`src/rtl/viterbi_pkg.sv`:
```
// viterbi_pkg: shared state constants, decision word width, FSM encoding and predecessor select
package viterbi_pkg;
  localparam logic [1:0] ST_00 = 2'b00;
  localparam logic [1:0] ST_10 = 2'b10;
  localparam logic [1:0] ST_01 = 2'b01;
  localparam logic [1:0] ST_11 = 2'b11;
  localparam int DEC_W = 8;
  typedef enum logic [1:0] {FILL, TRACE, OUTPUT} tb_state_e;
  // decision word layout is {p11,p01,p10,p00}
  function automatic logic [1:0] pred_sel(logic [DEC_W-1:0] w, logic [1:0] st);
    return st == ST_00 ? w[1:0] : st == ST_10 ? w[3:2] : st == ST_01 ? w[5:4] : w[7:6];
  endfunction
endpackage

```
`src/rtl/survivor_mem.sv`:
```
// survivor_mem: frame-deep decision register file, sync write, combinational read, async clear
module survivor_mem
  import viterbi_pkg::*;
#(
  parameter int DEPTH = 8,
  parameter int AW = 4
) (
  input  logic             clk,
  input  logic             rst,
  input  logic             we,
  input  logic [AW-1:0]    waddr,
  input  logic [DEC_W-1:0] wdata,
  input  logic [AW-1:0]    raddr,
  output logic [DEC_W-1:0] rdata
);
  localparam int IW = DEPTH > 1 ? $clog2(DEPTH) : 1;
  logic [DEC_W-1:0] mem_q [DEPTH];
  always_ff @(posedge clk or posedge rst) begin
    if (rst) begin
      for (int i = 0; i < DEPTH; i++) mem_q[i] <= '0;
    end else if (we) begin
      mem_q[waddr[IW-1:0]] <= wdata;
    end
  end
  assign rdata = mem_q[raddr[IW-1:0]];
endmodule

```
`src/rtl/viterbi_traceback.sv`:
```
// viterbi_traceback: K=3 4-state survivor traceback, one frame at a time, serial in-order output.
// Define VITERBI_TB_FRAME_OUT_EN to add the parallel o_frame / o_frame_valid outputs.
module viterbi_traceback
  import viterbi_pkg::*;
#(
  parameter int FRAME_LEN = 8,
  parameter int PTR_W = 4
) (
  input  logic                 clk,
  input  logic                 rst,
  input  logic                 en_tb,
  input  logic [1:0]           i_prv_st_00,
  input  logic [1:0]           i_prv_st_10,
  input  logic [1:0]           i_prv_st_01,
  input  logic [1:0]           i_prv_st_11,
  input  logic [1:0]           i_select_node,
  output logic                 o_ready,
  output logic                 o_bit,
  output logic                 o_valid,
  output logic                 o_last,
`ifdef VITERBI_TB_FRAME_OUT_EN
  output logic [FRAME_LEN-1:0] o_frame,
  output logic                 o_frame_valid,
`endif
  output logic                 o_overflow
);
  localparam logic [PTR_W-1:0] LAST = PTR_W'(FRAME_LEN - 1);
  tb_state_e state_q, state_d;
  logic [PTR_W-1:0] wr_cnt_q, wr_cnt_d, rd_idx_q, rd_idx_d, out_cnt_q, out_cnt_d;
  logic [1:0] cur_st_q, cur_st_d;
  logic [FRAME_LEN-1:0] bits_q, bits_d;
  logic o_bit_q, o_bit_d, o_valid_q, o_valid_d, o_last_q, o_last_d, ovf_q, ovf_d;
  logic [DEC_W-1:0] rd_word;
  logic accept, sel_bit;
  assign o_ready = state_q == FILL;
  assign accept = en_tb && o_ready;
  survivor_mem #(.DEPTH(FRAME_LEN), .AW(PTR_W)) u_mem (
    .clk(clk), .rst(rst), .we(accept), .waddr(wr_cnt_q),
    .wdata({i_prv_st_11, i_prv_st_01, i_prv_st_10, i_prv_st_00}),
    .raddr(rd_idx_q), .rdata(rd_word)
  );
  always_comb begin
    sel_bit = 1'b0;
    for (int i = 0; i < FRAME_LEN; i++) if (out_cnt_q == PTR_W'(i)) sel_bit = bits_q[i];
  end
  always_comb begin
    state_d = state_q;
    wr_cnt_d = wr_cnt_q;
    rd_idx_d = rd_idx_q;
    out_cnt_d = out_cnt_q;
    cur_st_d = cur_st_q;
    bits_d = bits_q;
    o_bit_d = o_bit_q;
    o_valid_d = 1'b0;
    o_last_d = 1'b0;
    ovf_d = ovf_q | (en_tb & ~o_ready);
    case (state_q)
      FILL: if (accept) begin
        wr_cnt_d = wr_cnt_q == LAST ? '0 : wr_cnt_q + 1'b1;
        if (wr_cnt_q == LAST) begin
          cur_st_d = i_select_node;
          rd_idx_d = LAST;
          state_d = TRACE;
        end
      end
      TRACE: begin
        for (int i = 0; i < FRAME_LEN; i++) if (rd_idx_q == PTR_W'(i)) bits_d[i] = cur_st_q[1];
        cur_st_d = pred_sel(rd_word, cur_st_q);
        rd_idx_d = rd_idx_q == '0 ? '0 : rd_idx_q - 1'b1;
        out_cnt_d = '0;
        state_d = rd_idx_q == '0 ? OUTPUT : TRACE;
      end
      OUTPUT: begin
        // the cycle after the last bit is spent dropping o_valid before FILL reopens
        state_d = o_last_q ? FILL : OUTPUT;
        o_valid_d = ~o_last_q;
        o_bit_d = o_last_q ? o_bit_q : sel_bit;
        o_last_d = ~o_last_q && out_cnt_q == LAST;
        out_cnt_d = (o_last_q || out_cnt_q == LAST) ? '0 : out_cnt_q + 1'b1;
      end
      default: state_d = FILL;
    endcase
  end
  always_ff @(posedge clk or posedge rst) begin
    if (rst) begin
      state_q <= FILL;
      wr_cnt_q <= '0;
      rd_idx_q <= '0;
      out_cnt_q <= '0;
      cur_st_q <= '0;
      bits_q <= '0;
      o_bit_q <= 1'b0;
      o_valid_q <= 1'b0;
      o_last_q <= 1'b0;
      ovf_q <= 1'b0;
    end else begin
      state_q <= state_d;
      wr_cnt_q <= wr_cnt_d;
      rd_idx_q <= rd_idx_d;
      out_cnt_q <= out_cnt_d;
      cur_st_q <= cur_st_d;
      bits_q <= bits_d;
      o_bit_q <= o_bit_d;
      o_valid_q <= o_valid_d;
      o_last_q <= o_last_d;
      ovf_q <= ovf_d;
    end
  end
  assign o_bit = o_bit_q;
  assign o_valid = o_valid_q;
  assign o_last = o_last_q;
  assign o_overflow = ovf_q;
`ifdef VITERBI_TB_FRAME_OUT_EN
  logic [FRAME_LEN-1:0] o_frame_q, o_frame_d;
  logic o_frame_valid_q, o_frame_valid_d;
  always_comb begin
    o_frame_d = (state_q == TRACE && rd_idx_q == '0) ? bits_d : o_frame_q;
    o_frame_valid_d = state_q == OUTPUT && !o_last_q && out_cnt_q == '0;
  end
  always_ff @(posedge clk or posedge rst) begin
    if (rst) begin
      o_frame_q <= '0;
      o_frame_valid_q <= 1'b0;
    end else begin
      o_frame_q <= o_frame_d;
      o_frame_valid_q <= o_frame_valid_d;
    end
  end
  assign o_frame = o_frame_q;
  assign o_frame_valid = o_frame_valid_q;
`endif
endmodule

```
`config.mk`:
```
export PLATFORM = sky130hd
export DESIGN_NAME = viterbi_traceback
export DESIGN_NICKNAME = d
export VERILOG_FILES = /design/src/rtl/viterbi_pkg.sv /design/src/rtl/survivor_mem.sv /design/src/rtl/viterbi_traceback.sv
export SDC_FILE = /design/constraint.sdc
export NUM_CORES = 1
export LEC_CHECK = 0
export ABC_AREA = 1
export CORE_MARGIN = 3
export CORE_UTILIZATION = 34
export CTS_CLUSTER_SIZE = 8
export DETAILED_ROUTE_END_ITERATION = 7
export PLACE_DENSITY = 0.55
export SLEW_MARGIN = 20
export SYNTH_ARGS = -nofsm -noshare
export SYNTH_HDL_FRONTEND = slang
export SYNTH_SLANG_ARGS = --single-unit
```
`constraint.sdc`:
```
create_clock -name clk -period 3.93 [get_ports clk]
set_clock_uncertainty 0.2 [all_clocks]
set_input_delay 0.5895 -clock clk [delete_from_list [all_inputs] [get_ports clk]]
set_output_delay 0.5895 -clock clk [all_outputs]
set_load 0.01 [all_outputs]
```
==> key figures <==
Logic synthesis
  – Synth warn: 0
  – Syn Nets: 585
  – Netlist cell types: 30
  – Main synth FF type: dfrtp_1
  – Sequential area share after synthesis: 52.1%
  – Syn_area_per_cell: 7.86 um^2
  – Post-synth EDFFs: 0
  – Asr flop ratio synth: 100%
  – Seq cells post-synth: 92
  – Netlist Area Pre-Place: ~4400 um^2
  – Post-Syn Instances: about 560

Place
  – DP HPWL: 6.80 mm
  – Routability cong.: ~0.76
  – Pre-CTS setup slack: 1600 ps
  – Buffers on Ports: 17
  – Placed inst area: approximately 4700 um^2

Drt
  – DRC viols: 0
  – Vias/cell: approximately 4.8
  – Final wirelength: 10.2 mm
  – Detail Route Antenna Nets: 0
  – Initial DRC count: between 200 and 250
  – First-pass iteration count of the detailed router: 4
  – Wire per inst: 13.6 um
  – DR vias: between 3000 and 4000

Final layout
  – Final net count: about 600
  – N_diodes: 0
  – Cell area after layout: 5080 um^2
  – Final Core Density: 40.1%
  – Area Overhead vs Synth: 14.8%
  – Share of layout cells above drive strength 1: around 5.4%
  – FILL cells: 1341

GRT
  – First-pass GRT wire length: 17.7 mm
  – Initial antenna violation count: 0
  – All-Layer GR Usage: 15.5%
  – GRT overflow: 0
  – Largest net degree at the start of global routing: 93
  – Vias in the first global route: 3501

Min path
  – Hold depth: 1
  – Worst min path class: reg2reg

Floorplan
  – Initial Util: 34.9%
  – Cell Rows: 41
  – Die footprint: between 10000 and 15000 um^2
  – DIE HEIGHT: 120 um
  – Die Wd: 120 um
  – Core footprint: 12700 um^2
  – IO Pins: 18

STA
  – Final hold violation count: 0
  – Worst-Margin Slew: approximately 700 ps
  – Final min period: 2540 ps
  – Setup TNS: 0 ps
  – Max_slew headroom: 52.6%
  – Fmax: 0.393 GHz
  – Worst Setup Slack, final: 1390 ps
  – Fin crit share: 64.7%
  – Unrepaired setup endpoints after global routing: no
  – Setup Viol. Count Final: 0
  – Max Slew Vio Count: 0

Worst setup path
  – Slowest stage delay, CP: 590 ps
  – Critical path required time: 3140 ps
  – Crit path kind: reg2out
  – CP Cell Sequence: inv_1 -> ha_1 -> clkdlybuf4s50_1
  – Reg2Reg Depth: 7
  – Worst EP arrival: 1750 ps
  – Critical Path Start Type: register
  – Critical Path End Type: output pin
  – Worst path slowest cell: clkdlybuf4s50_1
  – Worst-path fanout max: 6

Power
  – Max VDD drop: 406 uV
  – LEAKAGE: 0.00247 uW
  – Total power: 4190 uW
  – PwrDens: 825 nW/um^2

Flow run
  – Maxcap violations: 0

Outcome
  – Status: complete, no violations

Clock tree
  – Hold-fix buffers, CTS: 0
  – Setup bufs post-CTS: 0
  – CTS tree: done
  – Clk buf depth: 2
  – Clk_lat worst skew: 350 ps
  – # H-tree levels: 3
  – CTS Sinks: slightly above 90
  – Worst-path clk slew: 60 ps
  – Cts bufs inserted: 9
  – Gates resized, CTS repair: 0
  – Root Driver: clkbuf_16
-- logic make-up (layout without fill, tap and decap cells) --
kind of cell / after synthesis / count (layout) / synth area share [%]
AOI/OAI and AO/OA: 106 / 106 / 12.7
xor gates and xnor gates: 2 / 2 / 0.396
adders and majority gates: 9 / 9 / 2.55
buffers and inverters: 58 / 74 / 5.37
DFF: 92 / 92 / 52.1
and+or+nand+nor: 296 / 296 / 26.9
-- flip-flops by register name (all words and copies together), names as in the netlist --
register,count
o_last,1
out_cnt_q,4
o_valid,1
bits_q,8
rd_idx_q,4
wr_cnt_q,4
cur_st_q,2
u_mem.mem_q,64
o_overflow,1
o_bit,1
state_q,2
-- worst max-delay path, delay by kind of cell, from the launching register on --
kind / cells / cell delay [ps]
buffers and inverters: 2 / 700
DFF: 1 / 400
adders and majority gates: 1 / 310
-- stage by stage --
step	instances	hold slack (ps)
after global routing	751	291
after detailed placement	735	269
after floorplan	563	253
after CTS	751	281
final	751	278
after global placement	735	261
-- path summary, 6_finish.rpt --
kind                                    startpoint                     endpoint  slack [ps]
min reg2reg                       o_last$_DFF_PP0_            o_valid$_DFF_PP0_         280
min                               o_last$_DFF_PP0_            o_valid$_DFF_PP0_         280
max in group asynchronous                      rst  u_mem.mem_q[63]$_DFFE_PP0P_        2670
min in group asynchronous                      rst             o_last$_DFF_PP0_         440
max                         state_q[0]$_DFFE_PP0P_                      o_ready        1390
max reg2reg                rd_idx_q[0]$_DFFE_PP0P_       state_q[1]$_DFFE_PP0P_        1620
-- cells in the mapped netlist, types with 4 or more instances --
| cell type | instances | area (um^2) |
|---|---|---|
| buf_2 | 13 | 65.1 |
| nand2_1 | 234 | 878 |
| nor2_1 | 24 | 90.1 |
| inv_2 | 4 | 15.0 |
| o21ai_1 | 7 | 35.0 |
| a31oi_1 | 6 | 37.5 |
| o21ai_0 | 73 | 365 |
| inv_1 | 33 | 124 |
| nand3_1 | 26 | 130 |
| dfrtp_1 | 92 | 2300 |
| ha_1 | 9 | 113 |
| a21oi_1 | 12 | 60.1 |
| clkbuf_1 | 5 | 18.8 |
-- cell usage in the layout (no fill, tap or decap), types with 2 or more instances in the layout --
master	synthesis	routed
inv_2	4	4
nor3_1	2	2
clkbuf_16	0	9
nand3_1	26	26
bufinv_16	0	2
ha_1	9	9
o21ai_0	73	73
nand2_2	2	2
xor2_1	2	2
o21bai_1	2	2
dfrtp_1	92	92
clkdlybuf4s50_1	0	17
nand4_1	2	2
clkinv_2	0	2
nor2_2	2	2
clkinv_1	2	2
o21ai_1	7	7
a31oi_1	6	6
a21oi_1	12	12
inv_1	33	32
nor2_4	2	2
nand2_1	234	234
nor2_1	24	24
-- per-layer routing --
metal | vias to the layer above | track usage, % | part of all wire, %
met3 | 9 | 3.44 | 3.8
met5 | - | 0 | 0
met4 | 0 | 5.37 | 1.1
li1 | 1828 | - | -
met2 | 49 | 24.5 | 47
met1 | 1710 | 21.0 | 48
-- power by group --
group / total (uW) / switching [uW] / internal [uW] / leakage, uW
Sequential: 1650 / 286 / 1360 / 0.00116
Combinational: 1570 / 1030 / 549 / 0.00115
Clock: 966 / 386 / 580 / 0.000161
-- layout make-up --
cell class	count	area (um^2)	area share [%]
Clock buffer	10	239	4.71
Sequential cell	92	2300	45.3
Clock inverter	6	92.6	1.82
Tap cell	172	215	4.24
Multi-Input combinational cell	413	1880	37.1
Inverter	39	148	2.91
Timing Repair Buffer	19	198	3.89
Note: power is estimated with default switching activity, not from simulation.
